## config.mk

```make
export PLATFORM = sky130hd
export DESIGN_NAME = wam_hit
export DESIGN_NICKNAME = d
export VERILOG_FILES = /design/src/rtl/wam_hit_pkg.sv /design/src/rtl/wam_db.sv /design/src/rtl/wam_hit.sv
export SDC_FILE = /design/constraint.sdc
export NUM_CORES = 1
export LEC_CHECK = 0
export ABC_CLOCK_PERIOD_IN_PS = 5100
export CAP_MARGIN = 30
export CORE_UTILIZATION = 55
export CTS_BUF_LIST = sky130_fd_sc_hd__clkbuf_4 sky130_fd_sc_hd__clkbuf_8
export DETAILED_ROUTE_END_ITERATION = 8
export GPL_ROUTABILITY_DRIVEN = 0
export GPL_TIMING_DRIVEN = 0
export PLACE_DENSITY = 0.8
export RECOVER_POWER = 25
export SYNTH_ARGS = -nofsm -noshare
export SYNTH_HDL_FRONTEND = slang
export SYNTH_HIERARCHICAL = 1
export SYNTH_SLANG_ARGS = --single-unit
```

## constraint.sdc

```tcl
create_clock -name clk -period 5.1 [get_ports clk]
set_input_delay 0.765 -clock clk [delete_from_list [all_inputs] [get_ports clk]]
set_output_delay 0.765 -clock clk [all_outputs]
set_load 0.05 [all_outputs]
```

## src/rtl/wam_hit_pkg.sv

```systemverilog
// wam_hit_pkg: shared constants and helpers for the whac-a-mole hit stage.
// Contents: hole count, BCD saturation limit, popcount8, bcd2_add_sat.
// Both helpers are pure combinational functions.
package wam_hit_pkg;

  localparam int         WAM_N_HOLES = 8;
  localparam logic [7:0] WAM_BCD_MAX = 8'h99;

  // Number of set bits in an 8-bit vector (0..8).
  function automatic logic [3:0] popcount8(input logic [7:0] v);
    logic [3:0] cnt;
    cnt = 4'd0;
    for (int i = 0; i < 8; i++) begin
      cnt = cnt + {3'b000, v[i]};
    end
    return cnt;
  endfunction

  // Add a small increment (0..8) to a 2-digit BCD value in one step.
  // The units digit can reach at most 9+8=17, so a single decimal
  // correction is enough. A tens overflow clamps the result to 99.
  function automatic logic [7:0] bcd2_add_sat(input logic [7:0] bcd8,
                                              input logic [3:0] inc4);
    logic [4:0] units;
    logic [4:0] tens;
    units = {1'b0, bcd8[3:0]} + {1'b0, inc4};
    tens  = {1'b0, bcd8[7:4]};
    if (units > 5'd9) begin
      units = units - 5'd10;
      tens  = tens + 5'd1;
    end
    if (tens > 5'd9) begin
      return WAM_BCD_MAX;
    end
    return {tens[3:0], units[3:0]};
  endfunction

endpackage

```

## src/rtl/wam_db.sv

```systemverilog
// wam_db: one button channel - 2-flop synchroniser, DB_LEN-sample
// debouncer and rising-edge detect.
// Ports: clk, clr (async, active-high), raw (async button level),
//        level (debounced level), rise (high in the cycle level is about
//        to go 0->1, i.e. combinational; the consumer registers it).
module wam_db #(
  parameter int DB_LEN = 4
) (
  input  logic clk,
  input  logic clr,
  input  logic raw,
  output logic level,
  output logic rise
);

  logic              s1;
  logic              s2;
  logic [DB_LEN-1:0] sh;
  logic              db;
  logic              db_next;

  // The debounced level only moves once the whole history window agrees
  // with the synchronised input and disagrees with the current level.
  always_comb begin
    db_next = db;
    if ((sh == {DB_LEN{s2}}) && (s2 != db)) begin
      db_next = s2;
    end
  end

  // Rise is taken from the next-state value so the consumer can register
  // the press on the same edge that sets db.
  assign rise  = db_next & ~db;
  assign level = db;

  always_ff @(posedge clk or posedge clr) begin
    if (clr) begin
      s1 <= 1'b0;
      s2 <= 1'b0;
      sh <= '0;
      db <= 1'b0;
    end else begin
      s1 <= raw;
      s2 <= s1;
      sh <= {sh[DB_LEN-2:0], s2};
      db <= db_next;
    end
  end

endmodule

```

## src/rtl/wam_hit.sv

```systemverilog
// wam_hit: conditions the hole buttons and qualifies each press against
// the mole mask, producing one-cycle hit/miss pulses and BCD tallies.
// Ports: clk, clr (async, active-high), btn, run, holes in;
//        hit, miss (registered pulses), hit_bcd, miss_bcd (0..99) out.
module wam_hit
  import wam_hit_pkg::*;
#(
  parameter int N_HOLES = WAM_N_HOLES,
  parameter int DB_LEN  = 4
) (
  input  logic               clk,
  input  logic               clr,
  input  logic [N_HOLES-1:0] btn,
  input  logic               run,
  input  logic [N_HOLES-1:0] holes,
  output logic [N_HOLES-1:0] hit,
  output logic [N_HOLES-1:0] miss,
  output logic [7:0]         hit_bcd,
  output logic [7:0]         miss_bcd
);

  logic [N_HOLES-1:0] levels;
  logic [N_HOLES-1:0] rises;
  logic [N_HOLES-1:0] hit_next;
  logic [N_HOLES-1:0] miss_next;

  for (genvar i = 0; i < N_HOLES; i++) begin : g_btn
    wam_db #(
      .DB_LEN(DB_LEN)
    ) u_db (
      .clk  (clk),
      .clr  (clr),
      .raw  (btn[i]),
      .level(levels[i]),
      .rise (rises[i])
    );
  end

  // A press while the game is idle is swallowed; because db keeps
  // tracking the button, a held button cannot fire later when run rises.
  always_comb begin
    hit_next  = '0;
    miss_next = '0;
    if (run) begin
      hit_next  = rises & holes;
      miss_next = rises & ~holes;
    end
  end

  always_ff @(posedge clk or posedge clr) begin
    if (clr) begin
      hit      <= '0;
      miss     <= '0;
      hit_bcd  <= 8'h00;
      miss_bcd <= 8'h00;
    end else begin
      hit      <= hit_next;
      miss     <= miss_next;
      hit_bcd  <= bcd2_add_sat(hit_bcd, popcount8(hit_next));
      miss_bcd <= bcd2_add_sat(miss_bcd, popcount8(miss_next));
    end
  end

  // A pulse is registered on the same edge the debounced level rises, so
  // every pulsing bit must have its debounced level high.
  a_pulse_has_level : assert property (@(posedge clk) disable iff (clr)
    ((hit | miss) & ~levels) == '0);
  a_hit_miss_excl : assert property (@(posedge clk) disable iff (clr)
    (hit & miss) == '0);

endmodule
```

==> impl_results.md <==
* CP max stage delay at ~0.62 ns
* Worst VDD drop at around 0.25 mV
* Final WL at 7517 microns
* Die Y at 87.24 microns
* DRC at 0
* Unrepaired setup endpoints after global routing: false
* Share of layout cells above drive strength 1 at 11.79%
* TritonCTS clock tree: yes
* H-tree depth at 3
* Slowest CP cell: fa_1
* Final min period at 4.941 ns
* Total of max-cap violations at 0
* Area after DPL at 4634 sq um
* Startpoint Class: input pin
* Std cell rows at 30
* Yosys top cell area share at 55.10%
* Util after Layout at around 70%
* Post-synth top area cell: dfrtp_1
* Reg-to-Reg End: hit_bcd[2]$_DFF_PP0_
* Die Width at between 80 and 90 microns
* Initial Utilization at 57.86%
* Root Buffer: clkbuf_8
* Core Region at 6907 sq um
* Worst Hold Depth at 0
* Drt wl/cell at roughly 15 microns
* Via count at 2729
* Worst slew pin tran at between 0.5 and 0.6 ns
* Avg Inst Size Synth at roughly 12 sq um
* Most frequent CP cell: fa_1
* Setup CP Type: input pin to flop
* Crit-path max FO at 10
* Flops & latches, synth at around 90
* Final Max Tran Viols at 0
* CP Cell Sequence: clkbuf_1 > buf_2 > and3_1 > fa_1 > inv_1 > fa_1 > fa_1 > fa_1 > inv_1 > fa_1 > o22a_2 > o221ai_2 > o31ai_4 > mux2i_2 > a21boi_1
* FFs w/ async S/R, synth at 100.0%
* Critical path endpoint category: flop
* Antenna Cells at 0
* LEAKAGE at 2.328 nW
* Crit path required time at 5.38 ns
* Critical path arrival at 5.22 ns
* GRT overflow at 0
* Die ar. at 7611 sq um
* Synth area leaders: dfrtp_1, fa_1, ha_1
* Max clock buf depth at 2
* Via-per-instance ratio at 5.425
* Nets at 447
* Worst-path clk slew at 0.08 ns
* Vias in the first global route at approximately 2700
* Mapped Cells at 339
* FMAX at approximately 0.20 GHz
* Clock Skews at 0.008227 ns
* IO Count at 51
* Power Density at about 380 nW/um^2
* Yosys warns at 6
* Syn_nets at 384
* Pre-Repair DR Iteration Count at 4
* Final Hold Viols at 0
* Endpoints failing setup at 0
* Post-DRT Antenna Nets at 0
* Register area share after synthesis at between 50% and 60%
* Slew margin rel. at 65.04%
* GRT Total Usage at 21.99%
* Crit path buf inv count at 4
* Clock sink total at 88
* Hold Path Class: flop to flop
* Post-synth EDFFs at 0
* Finished Cell Area at about 4800 sq um
* Largest net degree at the start of global routing at 24
* Total power at 1.830 mW
* CTS Buf Count at 9
* 1st-iter DRT viols at 89
* First-pass GRT wire length at between 10000 and 15000 microns
* Area growth syn-to-layout at 21.07%
* Post-DP HPWL at 5646 microns
* Hold endpoint: g_btn[1].u_db/s2$_DFF_PP0_
* Period utilisation layout at 96.88%
* Initial antenna violation count at 0
* Reg2Reg Setup Slack at roughly 0.34 ns
* Synth cell types at 55
* Hold_buf cts at 0
* I/O Buffers at 49
* Cell area after synthesis at between 3000 and 4000 sq um
* Clk Latency, worst-skew pair at 0.36 ns
* CP top delay family: adder cells
* Min-delay src: g_btn[1].u_db/s1$_DFF_PP0_
* Critical R2R Launch: g_btn[2].u_db/sh[1]$_DFF_PP0_
* Fill count at 500
* Status: complete, no violations
* R2R depth at 15
* Top FF cell, synth: dfrtp_1
## worst register-to-register path, delay by kind of cell, from the launching register on
| family | cells | cell delay, ns |
|---|---|---|
| flops | 1 | 0.39 |
| simple gates | 3 | 0.61 |
| compound gates | 4 | 0.94 |
| buf+inv | 2 | 0.16 |
| mux | 1 | 0.35 |
| fa+ha+maj | 5 | 2.20 |
## logic make-up after synthesis
family	after synthesis	share of synthesized area [%]
AOI/OAI and AO/OA	68	14.59
buffers and inverters	48	4.884
adders and majority gates	26	10.02
muxes	6	1.628
xor gates and xnor gates	2	0.4384
and+or+nand+nor	101	13.34
DFF	88	55.10
## report_power, final
group | switching [mW] | internal [mW] | total, mW
clock network | 0.241 | 0.252 | 0.492
registers | 0.0525 | 0.754 | 0.806
logic | 0.321 | 0.210 | 0.531
## worst max-delay path by stage
stage               startpoint                    end  cells after the start
floorplan                  run  miss_bcd[1]$_DFF_PP0_                     17
global placement           run   hit_bcd[2]$_DFF_PP0_                     15
detailed placement         run   hit_bcd[2]$_DFF_PP0_                     15
CTS                        run   hit_bcd[2]$_DFF_PP0_                     15
global route               run   hit_bcd[2]$_DFF_PP0_                     15
finish                     run   hit_bcd[2]$_DFF_PP0_                     15
## metrics by stage
stage	setup WS, ns	hold slack (ns)	TNS, ns	cells
finish	0.1589	0.3489	0	503
detailed placement	-0.4717	0.3347	-3.596	485
floorplan	0.2306	0.3312	0	339
global route	0.003364	0.3623	0	503
global placement	-0.4170	0.3328	-1.922	484
CTS	0.01954	0.3544	0	501
## registers in the layout, summed over array words and instances (netlist names)
| signal | flops |
|---|---|
| g_btn.u_db/level | 8 |
| miss_bcd | 8 |
| g_btn.u_db/s1 | 8 |
| hit_bcd | 8 |
| g_btn.u_db/sh | 32 |
| g_btn.u_db/s2 | 8 |
| miss | 8 |
| hit | 8 |
## layout make-up
| cell class | instances | area [sq um] | area share, % |
|---|---|---|---|
| well taps | 96 | 120.1 | 2.483 |
| clock inverters | 4 | 53.80 | 1.112 |
| multi-input cells | 203 | 1580 | 32.66 |
| inverters | 41 | 153.9 | 3.181 |
| repair buffers | 52 | 533.0 | 11.02 |
| clock buffers | 12 | 152.6 | 3.155 |
| flip-flops and latches | 88 | 2202 | 45.51 |
| plain buffers | 7 | 42.54 | 0.8792 |
## repair_timing
action,CTS,global route
endpoints found under the setup margin,3,3
gates resized for setup,1,2
pin swaps,0,1
setup buffers,0,2
## cells in the final DEF, fill, tap and decap left out, types with 5 or more instances in the layout
cell             count
nand2_1             24
o41ai_2              5
dlygate4sd3_1        8
dfrtp_1             88
nand4_1              8
nand3_1             15
clkdlybuf4s50_1     41
o21ai_0              6
a41oi_1              8
nor2_1               8
clkbuf_8            10
a21oi_1              8
fa_1                10
or2_2                6
inv_1               41
nor3_1              13
ha_1                16
o21ai_1              9
## cells in the mapped netlist, types with 2 or more instances
cell type / instances
nor3b_1: 3
o21a_1: 4
mux2_2: 3
nand3b_1: 2
mux2i_1: 2
nor3_1: 13
o41ai_2: 8
dfrtp_1: 88
buf_2: 2
nor4_1: 2
nor2_1: 8
o22a_1: 4
nand4_1: 8
a21o_1: 3
nand2_1: 24
a21oi_1: 8
or2_2: 6
o211a_1: 2
and2_1: 4
o21ai_1: 10
a41oi_1: 8
nand2b_1: 3
o21ai_0: 5
fa_1: 10
or3_1: 3
nand3_1: 15
ha_1: 16
xnor2_1: 2
nor2b_1: 4
inv_1: 41
clkbuf_1: 2
and3_1: 3
## layer usage
layer / global-route usage, % / wire length (microns) / vias up
li1: - / - / 1317
met5: 0 / 0 / -
met4: 11.33 / 145 / 0
met2: 34.94 / 3674 / 65
met3: 4.360 / 298 / 15
met1: 28.89 / 3398 / 1332
(Power assumes the default switching activity.)
